<file path="src/rtl/mem_arbiter.sv">
// Arbitrates one single-port memory between a CPU fetch port (I) and a data port (D).
// Data takes priority over fetch until the fetch port has been passed over STARVE_LIMIT times.
module mem_arbiter #(
    parameter int ADDR_W       = 6,
    parameter int DATA_W       = 32,
    parameter int STARVE_LIMIT = 3,
    parameter int TIMEOUT      = 255
) (
    input  logic              CLK,
    input  logic              RESET,
    input  logic              i_read,
    input  logic [ADDR_W-1:0] i_address,
    output logic [DATA_W-1:0] i_readdata,
    output logic              i_busywait,
    input  logic              d_read,
    input  logic              d_write,
    input  logic [ADDR_W-1:0] d_address,
    input  logic [DATA_W-1:0] d_writedata,
    output logic [DATA_W-1:0] d_readdata,
    output logic              d_busywait,
    output logic              m_read,
    output logic              m_write,
    output logic [ADDR_W-1:0] m_address,
    output logic [DATA_W-1:0] m_writedata,
    input  logic [DATA_W-1:0] m_readdata,
    input  logic              m_busywait,
    output logic              bus_err
);

    localparam int SW = (STARVE_LIMIT < 1) ? 1 : $clog2(STARVE_LIMIT + 1);
    localparam logic [SW-1:0] STARVE_MAX = SW'(STARVE_LIMIT);
    localparam logic [7:0]    TMO_LAST   = 8'(TIMEOUT - 1);

    typedef enum logic [2:0] {
        IDLE    = 3'd0,
        SERVE_D = 3'd1,
        SERVE_I = 3'd2,
        RESP_D  = 3'd3,
        RESP_I  = 3'd4
    } state_t;

    state_t              state_q, state_d;
    logic [SW-1:0]       starve_cnt_q, starve_cnt_d;
    logic [7:0]          tmo_cnt_q, tmo_cnt_d;
    logic                m_read_q, m_read_d;
    logic                m_write_q, m_write_d;
    logic [ADDR_W-1:0]   m_address_q, m_address_d;
    logic [DATA_W-1:0]   m_writedata_q, m_writedata_d;
    logic [DATA_W-1:0]   i_readdata_q, i_readdata_d;
    logic [DATA_W-1:0]   d_readdata_q, d_readdata_d;
    logic                bus_err_q, bus_err_d;

    logic d_req;
    logic serving_d;
    logic still_wanted;

    assign d_req = d_read | d_write;

    always_comb begin
        state_d       = state_q;
        starve_cnt_d  = starve_cnt_q;
        tmo_cnt_d     = tmo_cnt_q;
        m_read_d      = m_read_q;
        m_write_d     = m_write_q;
        m_address_d   = m_address_q;
        m_writedata_d = m_writedata_q;
        i_readdata_d  = i_readdata_q;
        d_readdata_d  = d_readdata_q;
        bus_err_d     = bus_err_q;
        serving_d     = (state_q == SERVE_D);
        // A requester that has gone away by completion time gets its data discarded.
        still_wanted  = serving_d ? d_req : i_read;

        case (state_q)
            IDLE: begin
                tmo_cnt_d = 8'd0;
                if (d_req && (!i_read || (starve_cnt_q < STARVE_MAX))) begin
                    state_d       = SERVE_D;
                    m_address_d   = d_address;
                    m_writedata_d = d_writedata;
                    m_write_d     = d_write;
                    m_read_d      = ~d_write;
                    if (!i_read) begin
                        starve_cnt_d = '0;
                    end else if (starve_cnt_q != STARVE_MAX) begin
                        starve_cnt_d = starve_cnt_q + 1'b1;
                    end
                end else if (i_read) begin
                    state_d      = SERVE_I;
                    m_address_d  = i_address;
                    m_read_d     = 1'b1;
                    m_write_d    = 1'b0;
                    starve_cnt_d = '0;
                end
            end
            SERVE_D, SERVE_I: begin
                tmo_cnt_d = tmo_cnt_q + 8'd1;
                if ((tmo_cnt_q != 8'd0) && !m_busywait) begin
                    m_read_d  = 1'b0;
                    m_write_d = 1'b0;
                    state_d   = serving_d ? RESP_D : RESP_I;
                    if (m_read_q && still_wanted) begin
                        if (serving_d) d_readdata_d = m_readdata;
                        else           i_readdata_d = m_readdata;
                    end
                end else if (tmo_cnt_q == TMO_LAST) begin
                    m_read_d  = 1'b0;
                    m_write_d = 1'b0;
                    bus_err_d = 1'b1;
                    state_d   = serving_d ? RESP_D : RESP_I;
                    if (serving_d) d_readdata_d = '0;
                    else           i_readdata_d = '0;
                end
            end
            RESP_D, RESP_I: state_d = IDLE;
            default:        state_d = IDLE;
        endcase
    end

    always_ff @(posedge CLK) begin
        if (RESET) begin
            state_q       <= IDLE;
            starve_cnt_q  <= '0;
            tmo_cnt_q     <= 8'd0;
            m_read_q      <= 1'b0;
            m_write_q     <= 1'b0;
            m_address_q   <= '0;
            m_writedata_q <= '0;
            i_readdata_q  <= '0;
            d_readdata_q  <= '0;
            bus_err_q     <= 1'b0;
        end else begin
            state_q       <= state_d;
            starve_cnt_q  <= starve_cnt_d;
            tmo_cnt_q     <= tmo_cnt_d;
            m_read_q      <= m_read_d;
            m_write_q     <= m_write_d;
            m_address_q   <= m_address_d;
            m_writedata_q <= m_writedata_d;
            i_readdata_q  <= i_readdata_d;
            d_readdata_q  <= d_readdata_d;
            bus_err_q     <= bus_err_d;
        end
    end

    assign i_busywait  = i_read & (state_q != RESP_I);
    assign d_busywait  = d_req & (state_q != RESP_D);
    assign m_read      = m_read_q;
    assign m_write     = m_write_q;
    assign m_address   = m_address_q;
    assign m_writedata = m_writedata_q;
    assign i_readdata  = i_readdata_q;
    assign d_readdata  = d_readdata_q;
    assign bus_err     = bus_err_q;

endmodule

</file>
<file path="config.mk">
export PLATFORM = sky130hd
export DESIGN_NAME = mem_arbiter
export DESIGN_NICKNAME = d
export VERILOG_FILES = /design/src/rtl/mem_arbiter.sv
export SDC_FILE = /design/constraint.sdc
export NUM_CORES = 1
export LEC_CHECK = 0
export CORE_ASPECT_RATIO = 1.1
export CORE_MARGIN = 2
export CORE_UTILIZATION = 30
export DETAILED_ROUTE_END_ITERATION = 16
export MAX_ROUTING_LAYER = met4
export PLACE_DENSITY = 0.57
export SETUP_SLACK_MARGIN = 0.05
export SLEW_MARGIN = 20
export SYNTH_ARGS = -nofsm -noshare
export SYNTH_HDL_FRONTEND = slang
export SYNTH_SLANG_ARGS = --single-unit
</file>
<file path="constraint.sdc">
create_clock -name CLK -period 2.6 [get_ports CLK]
set_clock_uncertainty 0.1 [all_clocks]
set_input_delay 0.65 -clock CLK [delete_from_list [all_inputs] [get_ports CLK]]
set_output_delay 0.65 -clock CLK [all_outputs]
set_load 0.02 [all_outputs]
</file>
==> qor.yml <==
status: "finished clean"
grt_max_degree: 65
coreArea_um2: 19100
dp_hpwl_mm: 12.2
post-route-period-util_pct: 93.9
slowest_stage: "clkdlybuf4s50_1"
syn_to_final_growth_pct: 49.6
crit_arrival_ns: 1.69
r2r-end: "d_readdata[3]"
yosysTopAreaCell: "dfxtp_1"
end_kind: "output pin"
syn_inst: 659
rsz0062_at_grt: "no"
synth_fp_nets: 745
cap_viol_max_count: 0
vias_per_cell: 5.09
max_freq_ghz: 0.410
io_buffers: 188
cpLargestDelayFamily: "buffers and inverters"
path_max_fanout: 2
rr_worst_depth: 7
htreeDepth: 4
overflow: 0
yosysMostFrequentCell: "nand2_1"
clk_pin_slew_ns: 0.06
die-height_um: 150
post_drt_wl_per_cell_um: 16.8
nNetsFinal: 923
peakVddDrop_uv: 423
tightest_slew_ns: 0.911
final-max-slew-violation-count: 0
ios: 189
hold_viol: 0
drive_above_1_share_pct: 16.8
ys_warn_count: 0
reg2reg_from: "tmo_cnt_q[0]"
criticalPathCategory: "input port to output pin"
antenna_found_initial: 0
crit_required_ns: 1.85
dieArea_um2: 20600
ys.flop_type: "dfxtp_1"
diodes: 0
drtIter0Drc: 352
synth_edf_count: 0
ant_nets: 0
finalSetupViolCount: 0
dr.pass1.iters: 5
synth_area_leaders: "dfxtp_1 (40%), o211ai_2 (13%), nand2_1 (9.6%)"
vias: 5586
clock_latency_ns: 0.41
place_congestion: 0.828
ys_async_sr_fraction_pct: 0
r2r_slack_ns: 0.34
syn_avg_cell_area_um2: 8.86
rows: 53
path_cells: "clkdlybuf4s50_1, inv_1, a21oi_1, dlygate4sd2_1"
cp_num_buf_inv: 3
hold_class: "register to register"
clk_path_buf_depth: 2
ys_seq_elements: 118
synth_top_area_share_pct: 40.5
netlist_top_cells_count: "nand2_1 (150), dfxtp_1 (118), a32oi_1 (64), nor2b_1 (64), o211ai_2 (60)"
p_leak_nw: 3.28
die_x_um: 137
synthesis.area_um2: 5840
cts_tree: "done"
hp-start: "m_writedata[31]"
first_global_vias: 5361
cp-startpoint: "i_read"
hold_ws_ns: 0.351
min_period_ns: 2.44
startpoint_type: "input port"
max_slew_margin_pct: 39.1
root_buffer: "clkbuf_16"
grt_usage_pct: 18.6
grt_first_pass_wirelength_mm: 29.2
cts_buffers: 17
cts.sinks: 118
synth_cell_types: 49
cts_hold_buf: 0
routed_wirelength_mm: 18.4
drcViolationCount: 0
endpoint: "i_busywait"
fillers: 1902
max_stage_delay_ns: 0.48
layout_setup_ws_ns: 0.159
start_util_pct: 30.6
seq_area_frac_synth_pct: 40.5
power_density_nw_per_um2: 851
critical_path_depth: 4
pre_cts_ws_ns: -0.252
## layout by cell type, fill, tap and decap left out, types with 2 or more instances in the layout
cell             instances
a211oi_1                 2
a211oi_4                 2
a21oi_1                 44
a311oi_1                 6
a32oi_1                 64
buf_12                   9
buf_4                   29
bufinv_16                3
clkbuf_16               17
clkdlybuf4s50_1        185
clkinv_2                 2
clkinv_4                 5
clkinvlp_4               2
dfxtp_1                118
ha_1                     4
inv_1                    7
inv_6                    2
mux2_2                   2
mux2i_1                  2
nand2_1                150
nand2b_1                 3
nand3_1                  2
nand4_1                  3
nor2_1                  19
nor2b_1                 64
nor3_1                   4
nor3_2                   2
nor4_1                   2
nor4b_1                  2
o211ai_1                 4
o211ai_2                60
o21ai_0                  2
or3_1                    2
or3b_1                   2
## routing by layer
layer	GRT usage, %	wire length (um)
met5	-	0
met2	27.1	8050
met3	5.15	1410
met1	25.2	8780
met4	5.05	178
## report_power, final
group	internal (W)	switching [W]	total, W
Clock	0.00154	0.000916	0.00246
Sequential	0.00212	0.000160	0.00228
Combinational	0.00111	0.00159	0.00269
Total	0.00477	0.00266	0.00743
## registers in the layout, indices dropped and copies added, names as in the netlist
register      count
i_readdata       32
tmo_cnt_q         8
bus_err           1
m_read            1
m_writedata      32
m_write           1
state_q           3
d_readdata       32
m_address         6
starve_cnt_q      2
## area by class of cell
type	count	area, um2	area share, %
clock buffers	18	439	5.03
clock inverters	14	176	2.02
inverters	7	26.3	0.301
multi-input cells	468	3160	36.1
flip-flops and latches	118	2360	27.0
well taps	247	309	3.54
repair buffers	225	2260	25.9
## metrics by stage
stage               utilization, %  TNS (ns)  power, W  instance area, um2  instances
CTS                           45.7         0   0.00751                8740       1097
global route                  45.7         0   0.00783                8730       1097
detailed placement            42.5     -5.14   0.00502                8120       1065
floorplan                        -         0   0.00384                5840        659
global placement              42.5     -3.63   0.00503                8120       1065
finish                        45.7         0   0.00743                8730       1097
## worst min-delay path, stage by stage (launching register included)
cell and delay (ns):
dfxtp_1 0.30, nand2_1 0.05, a21oi_1 0.05
## worst min path at each step
stage	endpoint	depth (start not counted)
after CTS	m_writedata[17]	2
after global placement	m_writedata[12]	2
after global routing	m_writedata[31]	2
after floorplan	starve_cnt_q[1]	2
final	m_writedata[31]	2
after detailed placement	m_writedata[17]	2
## what timing repair did
item / in CTS / in global routing
resized for setup: 2 / 3
setup endpoints to repair: 2 / 1
buffers inserted: 0 / 0
## logic make-up (layout without fill, tap and decap cells)
group,Yosys count,after routing,share of synthesized area (%)
xor+xnor,1,1,0.150
buf+inv,73,264,6.09
mux,5,5,0.986
compound gates,197,197,30.3
simple gates,261,261,21.1
fa+ha+maj,4,4,0.857
flops,118,118,40.5
Note: power is estimated with default switching activity, not from simulation.
